$ cat src/rtl/ehl_ddr_wrlvl_trng_mb.sv
// ehl_ddr_wrlvl_trng_mb: DDR3 write-leveling training engine.
// Sweeps a shared DQS delay tap over all TAPS settings. At each tap it issues
// SAMPLES one-cycle DQS pulses and majority-votes each lane's DRAM feedback.
// It then finds the single 0->1 CK edge per lane and reports a tap and a status.
// Ports:
//   clk, reset_n      clock, asynchronous active-low reset
//   start, abort      control from the PHY init sequencer (abort wins)
//   dfi_wrlvl_resp    per-lane DQ feedback, sampled at the end of each TWLO wait
//   dqs               write-leveling DQS pulse
//   tap               current delay tap, common to all lanes
//   busy, done        training in progress / training finished (level)
//   status, result    per-lane pass flag and edge tap (lane n at [n*TAP_W +: TAP_W])
//   rv                raw voted capture vectors (only with WRLVL_DEBUG_EN)
// Optional feature macro: WRLVL_DEBUG_EN
module ehl_ddr_wrlvl_trng_mb #(
    parameter int unsigned LANES   = 2,
    parameter int unsigned TAP_W   = 4,
    parameter int unsigned SAMPLES = 3,
    parameter int unsigned GAP     = 8,
    parameter int unsigned TWLO    = 4
) (
    input  logic                     clk,
    input  logic                     reset_n,
    input  logic                     start,
    input  logic                     abort,
    input  logic [LANES-1:0]         dfi_wrlvl_resp,
    output logic                     dqs,
    output logic [TAP_W-1:0]         tap,
    output logic                     busy,
    output logic                     done,
    output logic [LANES-1:0]         status,
    output logic [LANES*TAP_W-1:0]   result
`ifdef WRLVL_DEBUG_EN
    ,
    output logic [LANES*(2**TAP_W)-1:0] rv
`endif
);

    localparam int unsigned TAPS    = 2 ** TAP_W;
    localparam int unsigned CNT_MAX = (GAP > TWLO) ? GAP : TWLO;
    localparam int unsigned CNT_W   = $clog2(CNT_MAX + 1);
    localparam int unsigned SMP_W   = 3;
    localparam int unsigned VOTE_W  = 3;
    localparam int unsigned EDGE_W  = TAP_W + 1;

    typedef enum logic [2:0] {
        S_IDLE  = 3'd0,
        S_GAP   = 3'd1,
        S_PULSE = 3'd2,
        S_WAITR = 3'd3,
        S_EVAL  = 3'd4
    } state_e;

    state_e                            state_q;
    logic [CNT_W-1:0]                  cnt_q;
    logic [SMP_W-1:0]                  smp_q;
    logic [LANES-1:0][VOTE_W-1:0]      votes_q;
    logic [LANES-1:0][TAPS-1:0]        vec_q;
    logic [TAP_W-1:0]                  tap_q;
    logic                              dqs_q;
    logic                              busy_q;
    logic                              done_q;
    logic [LANES-1:0]                  status_q;
    logic [LANES-1:0][TAP_W-1:0]       result_q;

    logic [LANES-1:0][VOTE_W-1:0]      votes_nx_c;
    logic [LANES-1:0]                  vote_bit_c;
    logic [LANES-1:0][EDGE_W-1:0]      edge_cnt_c;
    logic [LANES-1:0][TAP_W-1:0]       edge_idx_c;

    // Vote accumulation including the response being sampled this edge.
    always_comb begin
        for (int l = 0; l < LANES; l++) begin
            votes_nx_c[l] = votes_q[l] + VOTE_W'(dfi_wrlvl_resp[l]);
            vote_bit_c[l] = (votes_nx_c[l] > VOTE_W'(SAMPLES / 2));
        end
    end

    // Count rising edges in each lane's capture vector; remember the last one.
    always_comb begin
        for (int l = 0; l < LANES; l++) begin
            edge_cnt_c[l] = '0;
            edge_idx_c[l] = '0;
            for (int i = 1; i < TAPS; i++) begin
                if (!vec_q[l][i-1] && vec_q[l][i]) begin
                    edge_cnt_c[l] = edge_cnt_c[l] + EDGE_W'(1);
                    edge_idx_c[l] = TAP_W'(i);
                end
            end
        end
    end

    // Training FSM with registered outputs.
    always_ff @(posedge clk or negedge reset_n) begin
        if (!reset_n) begin
            state_q  <= S_IDLE;
            cnt_q    <= '0;
            smp_q    <= '0;
            votes_q  <= '0;
            vec_q    <= '0;
            tap_q    <= '0;
            dqs_q    <= 1'b0;
            busy_q   <= 1'b0;
            done_q   <= 1'b0;
            status_q <= '0;
            result_q <= '0;
        end else if (abort) begin
            // tap and result deliberately hold across an abort
            state_q  <= S_IDLE;
            cnt_q    <= '0;
            smp_q    <= '0;
            votes_q  <= '0;
            dqs_q    <= 1'b0;
            busy_q   <= 1'b0;
            done_q   <= 1'b0;
            status_q <= '0;
        end else begin
            case (state_q)
                S_IDLE: begin
                    if (start) begin
                        state_q  <= S_GAP;
                        cnt_q    <= '0;
                        smp_q    <= '0;
                        votes_q  <= '0;
                        vec_q    <= '0;
                        tap_q    <= '0;
                        busy_q   <= 1'b1;
                        done_q   <= 1'b0;
                        status_q <= '0;
                    end
                end
                S_GAP: begin
                    if (cnt_q == CNT_W'(GAP - 1)) begin
                        cnt_q   <= '0;
                        dqs_q   <= 1'b1;
                        state_q <= S_PULSE;
                    end else begin
                        cnt_q <= cnt_q + CNT_W'(1);
                    end
                end
                S_PULSE: begin
                    dqs_q   <= 1'b0;
                    cnt_q   <= '0;
                    state_q <= S_WAITR;
                end
                S_WAITR: begin
                    if (cnt_q == CNT_W'(TWLO - 1)) begin
                        cnt_q   <= '0;
                        state_q <= S_GAP;
                        if (smp_q != SMP_W'(SAMPLES - 1)) begin
                            smp_q   <= smp_q + SMP_W'(1);
                            votes_q <= votes_nx_c;
                        end else begin
                            smp_q   <= '0;
                            votes_q <= '0;
                            for (int l = 0; l < LANES; l++) begin
                                vec_q[l][tap_q] <= vote_bit_c[l];
                            end
                            // last tap: stay at TAPS-1 and evaluate
                            if (tap_q != TAP_W'(TAPS - 1)) begin
                                tap_q <= tap_q + TAP_W'(1);
                            end else begin
                                state_q <= S_EVAL;
                            end
                        end
                    end else begin
                        cnt_q <= cnt_q + CNT_W'(1);
                    end
                end
                S_EVAL: begin
                    for (int l = 0; l < LANES; l++) begin
                        status_q[l] <= (edge_cnt_c[l] == EDGE_W'(1));
                        result_q[l] <= (edge_cnt_c[l] == EDGE_W'(1)) ? edge_idx_c[l] : '0;
                    end
                    done_q  <= 1'b1;
                    busy_q  <= 1'b0;
                    state_q <= S_IDLE;
                end
                default: state_q <= S_IDLE;
            endcase
        end
    end

    assign dqs    = dqs_q;
    assign tap    = tap_q;
    assign busy   = busy_q;
    assign done   = done_q;
    assign status = status_q;
    assign result = result_q;
`ifdef WRLVL_DEBUG_EN
    assign rv     = vec_q;
`endif

endmodule
$ cat config.mk
export PLATFORM = sky130hd
export DESIGN_NAME = ehl_ddr_wrlvl_trng_mb
export DESIGN_NICKNAME = d
export VERILOG_FILES = /design/src/rtl/ehl_ddr_wrlvl_trng_mb.sv
export SDC_FILE = /design/constraint.sdc
export NUM_CORES = 1
export LEC_CHECK = 0
export BUFFER_PORTS_ARGS = -buffer_cell sky130_fd_sc_hd__buf_2
export CORE_MARGIN = 1
export CORE_UTILIZATION = 55
export CTS_CLUSTER_DIAMETER = 150
export DETAILED_ROUTE_END_ITERATION = 16
export PLACE_DENSITY = 0.75
export RECOVER_POWER = 100
export SETUP_SLACK_MARGIN = 0.15
export SLEW_MARGIN = 30
export SYNTH_ARGS = -nofsm -noshare
export SYNTH_HDL_FRONTEND = slang
export SYNTH_SLANG_ARGS = --single-unit
$ cat constraint.sdc
create_clock -name clk -period 22.1 [get_ports clk]
set_input_delay 4.42 -clock clk [delete_from_list [all_inputs] [get_ports clk]]
set_output_delay 4.42 -clock clk [all_outputs]
set_load 0.02 [all_outputs]
==> impl_metrics.env, run 1 <==
export IMPL_status="complete, but fails checks"
export IMPL_violations="capacitance limit, slew limit"
export IMPL_numCtsBuffers=9
export IMPL_synth_ff_type="dfrtp_1"
export IMPL_fp_dieH_um=107
export IMPL_finalCriticalPeriod_ps=10250
export IMPL_fmax_mhz=97.6
export IMPL_grt_pass1_wl_um=24300
export IMPL_multi_input_area_um2=4190
export IMPL_worst_path_max_fanout=11
export IMPL_drv_cap=1
export IMPL_synth_area_per_cell_um2=8.23
export IMPL_power_density_nw_per_um2=38.5
export IMPL_cp_slowest_cell="dfrtp_1"
export IMPL_synth_area_um2=6090
export IMPL_slowest_delay_ps=530
export IMPL_antenna_found_initial=0
export IMPL_clkSinkCount=65
export IMPL_ctsResizeCount=0
export IMPL_yosysTopAreaCell="dfrtp_1"
export IMPL_tritoncts="done"
export IMPL_syn_nets=784
export IMPL_crit_path_end_kind="register"
export IMPL_placed_cells=872
export IMPL_grt_max_degree=66
export IMPL_path_common_cell="ha_1"
export IMPL_syn_inst=740
export IMPL_synth_yosys_seq_area_share_pct=26.7
export IMPL_crit_start="vec_q[18]"
export IMPL_die_area_um2=11500
export IMPL_critPathArrivalTime_ps=10470
export IMPL_skew_ps=13.0
export IMPL_start_util_pct=56.4
export IMPL_syn2layout_area_growth_pct=5.26
export IMPL_io_pins=23
export IMPL_vias=5484
export IMPL_diodes=0
export IMPL_drtIter0Drc=501
export IMPL_rr_startpoint="vec_q[18]"
export IMPL_clk_path_buf_depth=2
export IMPL_hold_class="reg2reg"
export IMPL_synth_top_area_share_pct=26.7
export IMPL_drive_gt1_share_pct=7.89
export IMPL_synthTopCellsByArea="dfrtp_1 27%, ha_1 7.8%, o21ai_0 5.4%"
export IMPL_drcViolationCount=0
export IMPL_crit_type="reg2reg"
export IMPL_grt_overflow_total=0
export IMPL_hp_start="result[7]"
export IMPL_ir_drop_mv=0.0626
export IMPL_required_ps=22320
export IMPL_coreArea_um2=10800
export IMPL_dp_slack_ps=12170
export IMPL_p_leak_nw=2.78
export IMPL_die_w_um=107
export IMPL_dpl_cell_area_um2=6230
export IMPL_grt_pass1_vias=5100
export IMPL_synthArstFlopShare_pct=100
export IMPL_fillers=936
export IMPL_fin_ws_ps=11850
export IMPL_dr_pass1_iters=5
export IMPL_setup_violations=0
export IMPL_dp_final_hpwl_um=10900
export IMPL_finalHoldViolCount=0
export IMPL_antenna_left=0
export IMPL_routed_wl_um=14200
export IMPL_routedWlPerCell_um=16.0
export IMPL_synth_edff_count=0
export IMPL_ff_latch_area_um2=1630
export IMPL_setup_tns_ps=0
export IMPL_ys_types=88
export IMPL_placement_rows=38
export IMPL_htree_levels=3
export IMPL_final_period_utilization_pct=46.4
export IMPL_drv_slew=66
export IMPL_portBuffers=22
export IMPL_ys_warnings_count=0
export IMPL_fin_nets=787
export IMPL_clk_latency_ps=340
export IMPL_synth_seq_cells=65
export IMPL_root_buffer="clkbuf_8"
export IMPL_cp_start_kind="register"
export IMPL_ctsHoldBuffers=0
export IMPL_clk_pin_slew_ps=80
export IMPL_max_slew_margin_rel_pct=-123
export IMPL_stdcell_area_um2=6410
export IMPL_grt_util_all_layers_pct=26.1
export IMPL_vias_per_cell=6.18
export IMPL_post_cts_buffers=0
export IMPL_place_gp_congestion=0.869
export IMPL_fin_util_pct=59.4
export IMPL_fin_cells=888
export IMPL_tightest_slew_ps=3350
export IMPL_grt_setup_unrepaired="no"
==> metrics by stage <==
stage	hold slack [ps]	total power, mW
3_3_place_gp	461	0.135
5_1_grt	531	0.256
4_1_cts	486	0.247
3_5_place_dp	468	0.135
6_report	488	0.247
2_1_floorplan	471	0.130
==> synth_stat cells (9+ instances only) <==
master / number
nand2b_1: 16
nand3_1: 44
nand2_1: 87
a21oi_1: 27
ha_1: 38
o21ai_0: 66
nor4_1: 9
xor2_1: 10
a31oi_1: 10
clkbuf_1: 20
nor2_1: 61
nor2b_1: 20
dfrtp_1: 65
nor3_1: 13
xnor2_1: 28
mux2i_1: 11
nand3b_1: 10
inv_1: 28
==> worst max-delay path, delay by kind of cell (launching register included) <==
family	cells	cell delay, ps
AND/OR/NAND/NOR	11	1330
adder cells (fa/ha/maj)	13	3590
flip-flops	1	530
multiplexers	3	830
XOR/XNOR	2	320
buffers and inverters	3	230
AO/OA/AOI/OAI	17	3290
==> registers in the layout, summed over array words and instances, names as in the netlist <==
name,cells
vec_q,32
result,8
votes_q,6
cnt_q,4
tap,4
smp_q,3
state_q,3
status,2
busy,1
done,1
dqs,1
==> worst paths after layout <==
path                            slack, ps         to  depth (start not counted)
worst max-delay path                11850  result[5]                         49
worst min-delay path                  490  result[7]                          2
worst max register to register      11850  result[5]                         49
worst min register to register        490  result[7]                          2
max in group asynchronous           14920     tap[2]                          2
min in group asynchronous            5300  result[3]                          2
==> cells in the final DEF (no fill, tap or decap), types with 5 or more instances in the layout <==
cell / instances
clkbuf_1: 20
nand4_1: 7
and3_1: 7
mux2i_1: 11
nand3b_1: 10
a211oi_1: 7
o21ai_0: 68
ha_1: 38
a31oi_1: 10
a22oi_1: 7
a21oi_1: 28
inv_1: 28
nand3_1: 45
xnor2_1: 28
nor3_1: 13
o31ai_1: 7
nand2b_1: 16
and2b_1: 5
nor3b_1: 5
o41ai_1: 7
clkbuf_8: 10
xor2_1: 10
nand2_1: 87
dfrtp_1: 65
and3b_1: 5
or3_1: 6
nor4_1: 9
nor2b_1: 20
a22o_1: 6
nor2_1: 61
==> where the power goes <==
| part | switching (mW) | internal [mW] | leakage, nW |
|---|---|---|---|
| clock | 0.0473 | 0.0669 | 0.113 |
| combinational | 0.00871 | 0.00255 | 1.77 |
| sequential | 0.00120 | 0.120 | 0.905 |
==> area by class of cell <==
cell class,count,area share (%)
clock buffers,10,2.15
well taps,140,2.73
inverters,28,1.64
flip-flops and latches,65,25.4
repair buffers,23,1.41
clock inverters,6,1.41
multi-input cells,616,65.3
==> kinds of logic (layout without fill, tap and decap cells) <==
| group | after synthesis | after routing | synth area share [%] |
|---|---|---|---|
| compound gates | 190 | 190 | 21.5 |
| xor+xnor | 45 | 45 | 8.10 |
| fa+ha+maj | 38 | 38 | 7.81 |
| buf+inv | 59 | 67 | 4.25 |
| flops | 65 | 65 | 26.7 |
| mux | 18 | 18 | 3.33 |
| simple gates | 325 | 325 | 28.3 |
==> per-layer routing <==
layer | global-route usage, % | wire length (um)
met1 | 38.2 | 6850
met2 | 40.3 | 6460
met3 | 3.34 | 752
met4 | 7.24 | 150
met5 | 0 | 0
No activity file was read; power rests on OpenSTA's default activity.
==> inputs of run 2 (changes only) <==
Settings changed: ABC_AREA set to 1.
Clock period 22.1 ns to 10.5 ns, I/O delays scaled along.
==> impl_metrics.env, run 2 <==
export IMPL_status="complete, but fails checks"
export IMPL_violations="capacitance limit, slew limit"
export IMPL_htree_levels=3
export IMPL_root_buffer="clkbuf_8"
export IMPL_crit_type="reg2reg"
export IMPL_ff_latch_area_um2=1630
export IMPL_grt_pass1_wl_um=22900
export IMPL_die_w_um=108
export IMPL_synth_ff_type="dfrtp_1"
export IMPL_drv_cap=1
export IMPL_synth_area_um2=6130
export IMPL_yosysTopAreaCell="dfrtp_1"
export IMPL_synth_edff_count=0
export IMPL_clkSinkCount=65
export IMPL_clk_latency_ps=350
export IMPL_routed_wl_um=13000
export IMPL_synth_seq_cells=65
export IMPL_power_density_nw_per_um2=101
export IMPL_clk_path_buf_depth=2
export IMPL_grt_overflow_total=0
export IMPL_synth_most_common_cell="nand2_1"
export IMPL_ys_warnings_count=0
export IMPL_fin_cells=1124
export IMPL_vias_per_cell=5.13
export IMPL_grt_util_all_layers_pct=24.3
export IMPL_place_gp_congestion=0.827
export IMPL_drv_slew=66
export IMPL_synthTopCellsByArea="dfrtp_1 27%, nand2_1 15%, inv_1 9.2%"
export IMPL_max_slew_margin_rel_pct=-134
export IMPL_diodes=0
export IMPL_syn_inst=955
export IMPL_ctsResizeCount=0
export IMPL_hold_class="reg2reg"
export IMPL_grt_setup_unrepaired="no"
export IMPL_syn2layout_area_growth_pct=6.57
export IMPL_finalHoldViolCount=0
export IMPL_p_leak_nw=3.58
export IMPL_setup_tns_ps=0
export IMPL_routedWlPerCell_um=11.6
export IMPL_final_period_utilization_pct=79.4
export IMPL_synth_area_per_cell_um2=6.42
export IMPL_placement_rows=38
export IMPL_setup_violations=0
export IMPL_layout_common_cells="242 x nand2_1, 152 x inv_1, 92 x nand3_1, 92 x nor2_1, 67 x o21ai_0"
export IMPL_critPathArrivalTime_ps=8620
export IMPL_portBuffers=22
export IMPL_required_ps=10780
export IMPL_fp_dieH_um=108
export IMPL_grt_max_degree=66
export IMPL_antenna_left=0
export IMPL_fmax_mhz=120
export IMPL_syn_nets=999
export IMPL_synthXorXnorAreaFrac_pct=0.429
export IMPL_synth_yosys_seq_area_share_pct=26.5
export IMPL_ctsHoldBuffers=0
export IMPL_post_cts_buffers=0
export IMPL_fin_util_pct=60.2
export IMPL_drtIter0Drc=329
export IMPL_dr_pass1_iters=5
export IMPL_yosys_top_cells_count="242 x nand2_1, 151 x inv_1, 92 x nand3_1, 92 x nor2_1, 65 x dfrtp_1"
export IMPL_ir_drop_mv=0.115
export IMPL_largest_reg_flops=32
export IMPL_synth_area_mux_share_pct=0
export IMPL_vias=5765
export IMPL_synth_top_area_share_pct=26.5
export IMPL_worst_path_max_fanout=5
export IMPL_finalCriticalPeriod_ps=8330
export IMPL_die_area_um2=11600
export IMPL_dp_final_hpwl_um=10300
export IMPL_synth_top_family_by_area="simple AND/OR/NAND/NOR gates"
export IMPL_cp_start_kind="register"
export IMPL_multi_input_area_um2=3780
export IMPL_regMostFlops="vec_q"
export IMPL_path_common_cell="nand2_1"
export IMPL_placed_cells=1108
export IMPL_crit_path_end_kind="register"
export IMPL_skew_ps=12.6
export IMPL_clk_pin_slew_ps=90
export IMPL_antenna_found_initial=0
export IMPL_grt_pass1_vias=5306
export IMPL_synthArstFlopShare_pct=100
export IMPL_tritoncts="done"
export IMPL_synthAdderAreaFrac_pct=7.76
export IMPL_p_total_mw=0.658
export IMPL_io_pins=23
export IMPL_fillers=1086
export IMPL_drcViolationCount=0
export IMPL_fin_nets=1023
export IMPL_start_util_pct=56.5
export IMPL_ys_types=40
export IMPL_coreArea_um2=10800
export IMPL_slowest_delay_ps=420
export IMPL_final_common_cell="nand2_1"
export IMPL_yosys_area_share_simple_pct=43.3
export IMPL_synth_compound_area_share_pct=10.7
export IMPL_cp_slowest_cell="dfrtp_1"
export IMPL_tightest_slew_ps=3510
export IMPL_numCtsBuffers=9
export IMPL_drive_gt1_share_pct=15.0
[run 2: cell types whose count changed in the layout (fill, tap and decap cells not counted), moves of 11 or more]
cell	delta
inv_1	+124
nand2_2	+52
nand2_1	+155
nor2_2	+13
mux2i_1	-11
nand3_1	+47
nor2_1	+31
xnor2_1	-26
a21oi_1	-12
nand3_2	+22
inv_2	+20
nor2b_1	-20
nand2b_1	-16
[run 2: worst paths after layout]
path | start | endpoint | slack (ps) | depth (start not counted)
max | vec_q[2] | result[1] | 2170 | 50
min in group asynchronous | reset_n | dqs | 3020 | 2
max in group asynchronous | reset_n | result[6] | 5490 | 2
min reg2reg | result[3] | result[3] | 480 | 2
min | result[3] | result[3] | 480 | 2
max reg2reg | vec_q[2] | result[1] | 2170 | 50
[run 2: area by class of cell]
class | instances | share of cell area [%]
clock buffers | 9 | 1.90
clock inverters | 7 | 1.28
inverters | 172 | 9.89
multi-input cells | 707 | 57.9
flip-flops and latches | 65 | 24.9
well taps | 140 | 2.68
repair buffers | 24 | 1.46
[run 2: worst max-delay path, delay by kind of cell, from the launching register on]
family,cells,cell delay (ps)
buffers and inverters,5,290
AO/OA/AOI/OAI,2,270
AND/OR/NAND/NOR,30,3810
adder cells (fa/ha/maj),13,3440
flip-flops,1,420
[run 2: power by group]
part           leakage, nW  total [mW]  switching (mW)  internal [mW]
Clock                0.103       0.228           0.114          0.114
Combinational         2.57       0.152           0.114         0.0373
Sequential           0.901       0.278          0.0142          0.264
Total                 3.58       0.658           0.242          0.415
[run 2: logic make-up (layout without fill, tap and decap cells)]
logic type / Yosys count / in the layout
flip-flops: 65 / 65
AO/OA/AOI/OAI: 113 / 113
adder cells (fa/ha/maj): 38 / 38
AND/OR/NAND/NOR: 553 / 553
XOR/XNOR: 3 / 3
buffers and inverters: 183 / 212
[run 2: per-stage QoR]
| stage | instance area, um2 | hold slack (ps) | worst slack (ps) |
|---|---|---|---|
| global route | 6530 | 495 | 1510 |
| CTS | 6600 | 474 | 2310 |
| detailed placement | 6390 | 453 | 2350 |
| finish | 6530 | 478 | 2170 |
| floorplan | 6130 | 442 | 2790 |
| global placement | 6390 | 457 | 2540 |
[run 2: metal layers]
metal | vias up | GRT usage (%) | routed length [um]
li1 | 3075 | - | -
met1 | 2590 | 32.6 | 6470
met2 | 86 | 40.5 | 5970
met3 | 14 | 3.39 | 400
met4 | 0 | 7.05 | 164
met5 | - | 0 | 0
==> inputs of run 3 (changes only) <==
Settings changed: PLACE_DENSITY 0.75 to 0.78.
Clock period 10.5 ns to 6.9 ns, I/O delays scaled along.
==> impl_metrics.env, run 3 (synthesized netlist as in run 2, its figures left out) <==
export IMPL_status="complete, but fails checks"
export IMPL_violations="capacitance limit, slew limit, setup timing"
export IMPL_final_period_utilization_pct=105
export IMPL_ir_drop_mv=0.195
export IMPL_clkSinkCount=65
export IMPL_clk_pin_slew_ps=80
export IMPL_grt_pass1_vias=6105
export IMPL_p_total_mw=0.984
export IMPL_fp_dieH_um=108
export IMPL_grt_util_all_layers_pct=28.5
export IMPL_vias=6858
export IMPL_fillers=795
export IMPL_drive_gt1_share_pct=33.2
export IMPL_io_pins=23
export IMPL_coreArea_um2=10800
export IMPL_fin_cells=1229
export IMPL_fin_util_pct=74.3
export IMPL_p_leak_nw=4.23
export IMPL_htree_levels=3
export IMPL_placed_cells=1148
export IMPL_max_slew_margin_rel_pct=-131
export IMPL_finalCriticalPeriod_ps=7270
export IMPL_cp_start_kind="register"
export IMPL_numCtsBuffers=9
export IMPL_worst_path_max_fanout=5
export IMPL_final_common_cell="nand2_1"
export IMPL_antenna_left=0
export IMPL_slowest_delay_ps=440
export IMPL_skew_ps=7.63
export IMPL_tightest_slew_ps=3460
export IMPL_root_buffer="clkbuf_8"
export IMPL_die_area_um2=11600
export IMPL_drv_slew=66
export IMPL_largest_reg_flops=32
export IMPL_hold_class="reg2reg"
export IMPL_setup_violations=10
export IMPL_path_common_cell="nand2_4"
export IMPL_diodes=0
export IMPL_drtIter0Drc=595
export IMPL_required_ps=7180
export IMPL_worstHoldPathCells=2
export IMPL_layout_common_cells="204 x nand2_1, 138 x inv_1, 92 x buf_4"
export IMPL_placement_rows=38
export IMPL_crit_family="simple AND/OR/NAND/NOR gates"
export IMPL_die_w_um=108
export IMPL_syn2layout_area_growth_pct=31.4
export IMPL_tritoncts="done"
export IMPL_dp_slack_ps=-551
export IMPL_routedWlPerCell_um=15.0
export IMPL_dr_pass1_iters=6
export IMPL_ff_latch_area_um2=1630
export IMPL_portBuffers=22
export IMPL_drcViolationCount=0
export IMPL_finalHoldViolCount=0
export IMPL_grt_pass1_wl_um=26700
export IMPL_fin_ws_ps=-368
export IMPL_crit_type="reg2reg"
export IMPL_start_util_pct=56.5
export IMPL_drv_cap=1
export IMPL_critPathArrivalTime_ps=7550
export IMPL_cp_slowest_cell="dfrtp_1"
export IMPL_r2r_worst_path_cells=51
export IMPL_vias_per_cell=5.58
export IMPL_grt_overflow_total=0
export IMPL_place_gp_congestion=0.876
export IMPL_crit_cells=51
export IMPL_crit_path_end_kind="register"
export IMPL_dp_final_hpwl_um=11000
export IMPL_clk_latency_ps=350
export IMPL_grt_setup_unrepaired="yes"
export IMPL_grt_max_degree=66
export IMPL_fmax_mhz=138
export IMPL_ctsHoldBuffers=0
export IMPL_crit_buf_inv=7
export IMPL_multi_input_area_um2=4470
export IMPL_regMostFlops="vec_q"
export IMPL_clk_path_buf_depth=2
export IMPL_power_density_nw_per_um2=122
export IMPL_routed_wl_um=18400
export IMPL_fin_nets=1128
export IMPL_antenna_found_initial=0
==> run 3: per-stage QoR <==
step                area, um2  TNS, ps  hold slack [ps]
floorplan                6300     -963              442
CTS                      7650    -2250              483
global placement         6860    -2570              454
detailed placement       6860    -4030              464
finish                   8060    -3090              489
global route             8060    -5900              516
==> run 3: worst paths after layout <==
path,endpoint,slack [ps],start
worst min-delay path,result[5],490,result[5]
worst max register to register,result[2],-370,vec_q[1]
max in group asynchronous,vec_q[17],2410,reset_n
min in group asynchronous,cnt_q[1],2290,reset_n
worst max-delay path,result[2],-370,vec_q[1]
worst min register to register,result[5],490,result[5]
==> run 3: layer usage <==
layer,routed length [um],up-vias,GRT usage [%]
met5,0,-,0
met4,812,0,10.3
met2,9330,291,50.7
li1,-,3284,-
met1,7230,3194,34.7
met3,1070,89,4.00
==> run 3: area by class of cell <==
type | count | area share [%]
inverters | 172 | 8.08
flip-flops and latches | 65 | 20.2
clock buffers | 9 | 1.54
repair buffers | 129 | 11.6
clock inverters | 7 | 0.963
well taps | 140 | 2.17
multi-input cells | 707 | 55.5
==> run 3: worst register-to-register path, delay by kind of cell, from the launching register on <==
kind,cells,cell delay [ps]
AOI/OAI and AO/OA,2,240
buffers and inverters,7,490
DFF,1,440
adders and majority gates,12,2820
and+or+nand+nor,30,3200
==> run 3: where the power goes <==
| group | total [mW] | switching (mW) | internal (mW) |
|---|---|---|---|
| registers | 0.422 | 0.0204 | 0.402 |
| clock network | 0.330 | 0.161 | 0.170 |
| logic | 0.231 | 0.175 | 0.0564 |
==> run 3: repair_timing <==
action,CTS,global route
buffers inserted,56,9
pin swaps,49,67
endpoints found under the setup margin,10,10
resized for setup,34,81
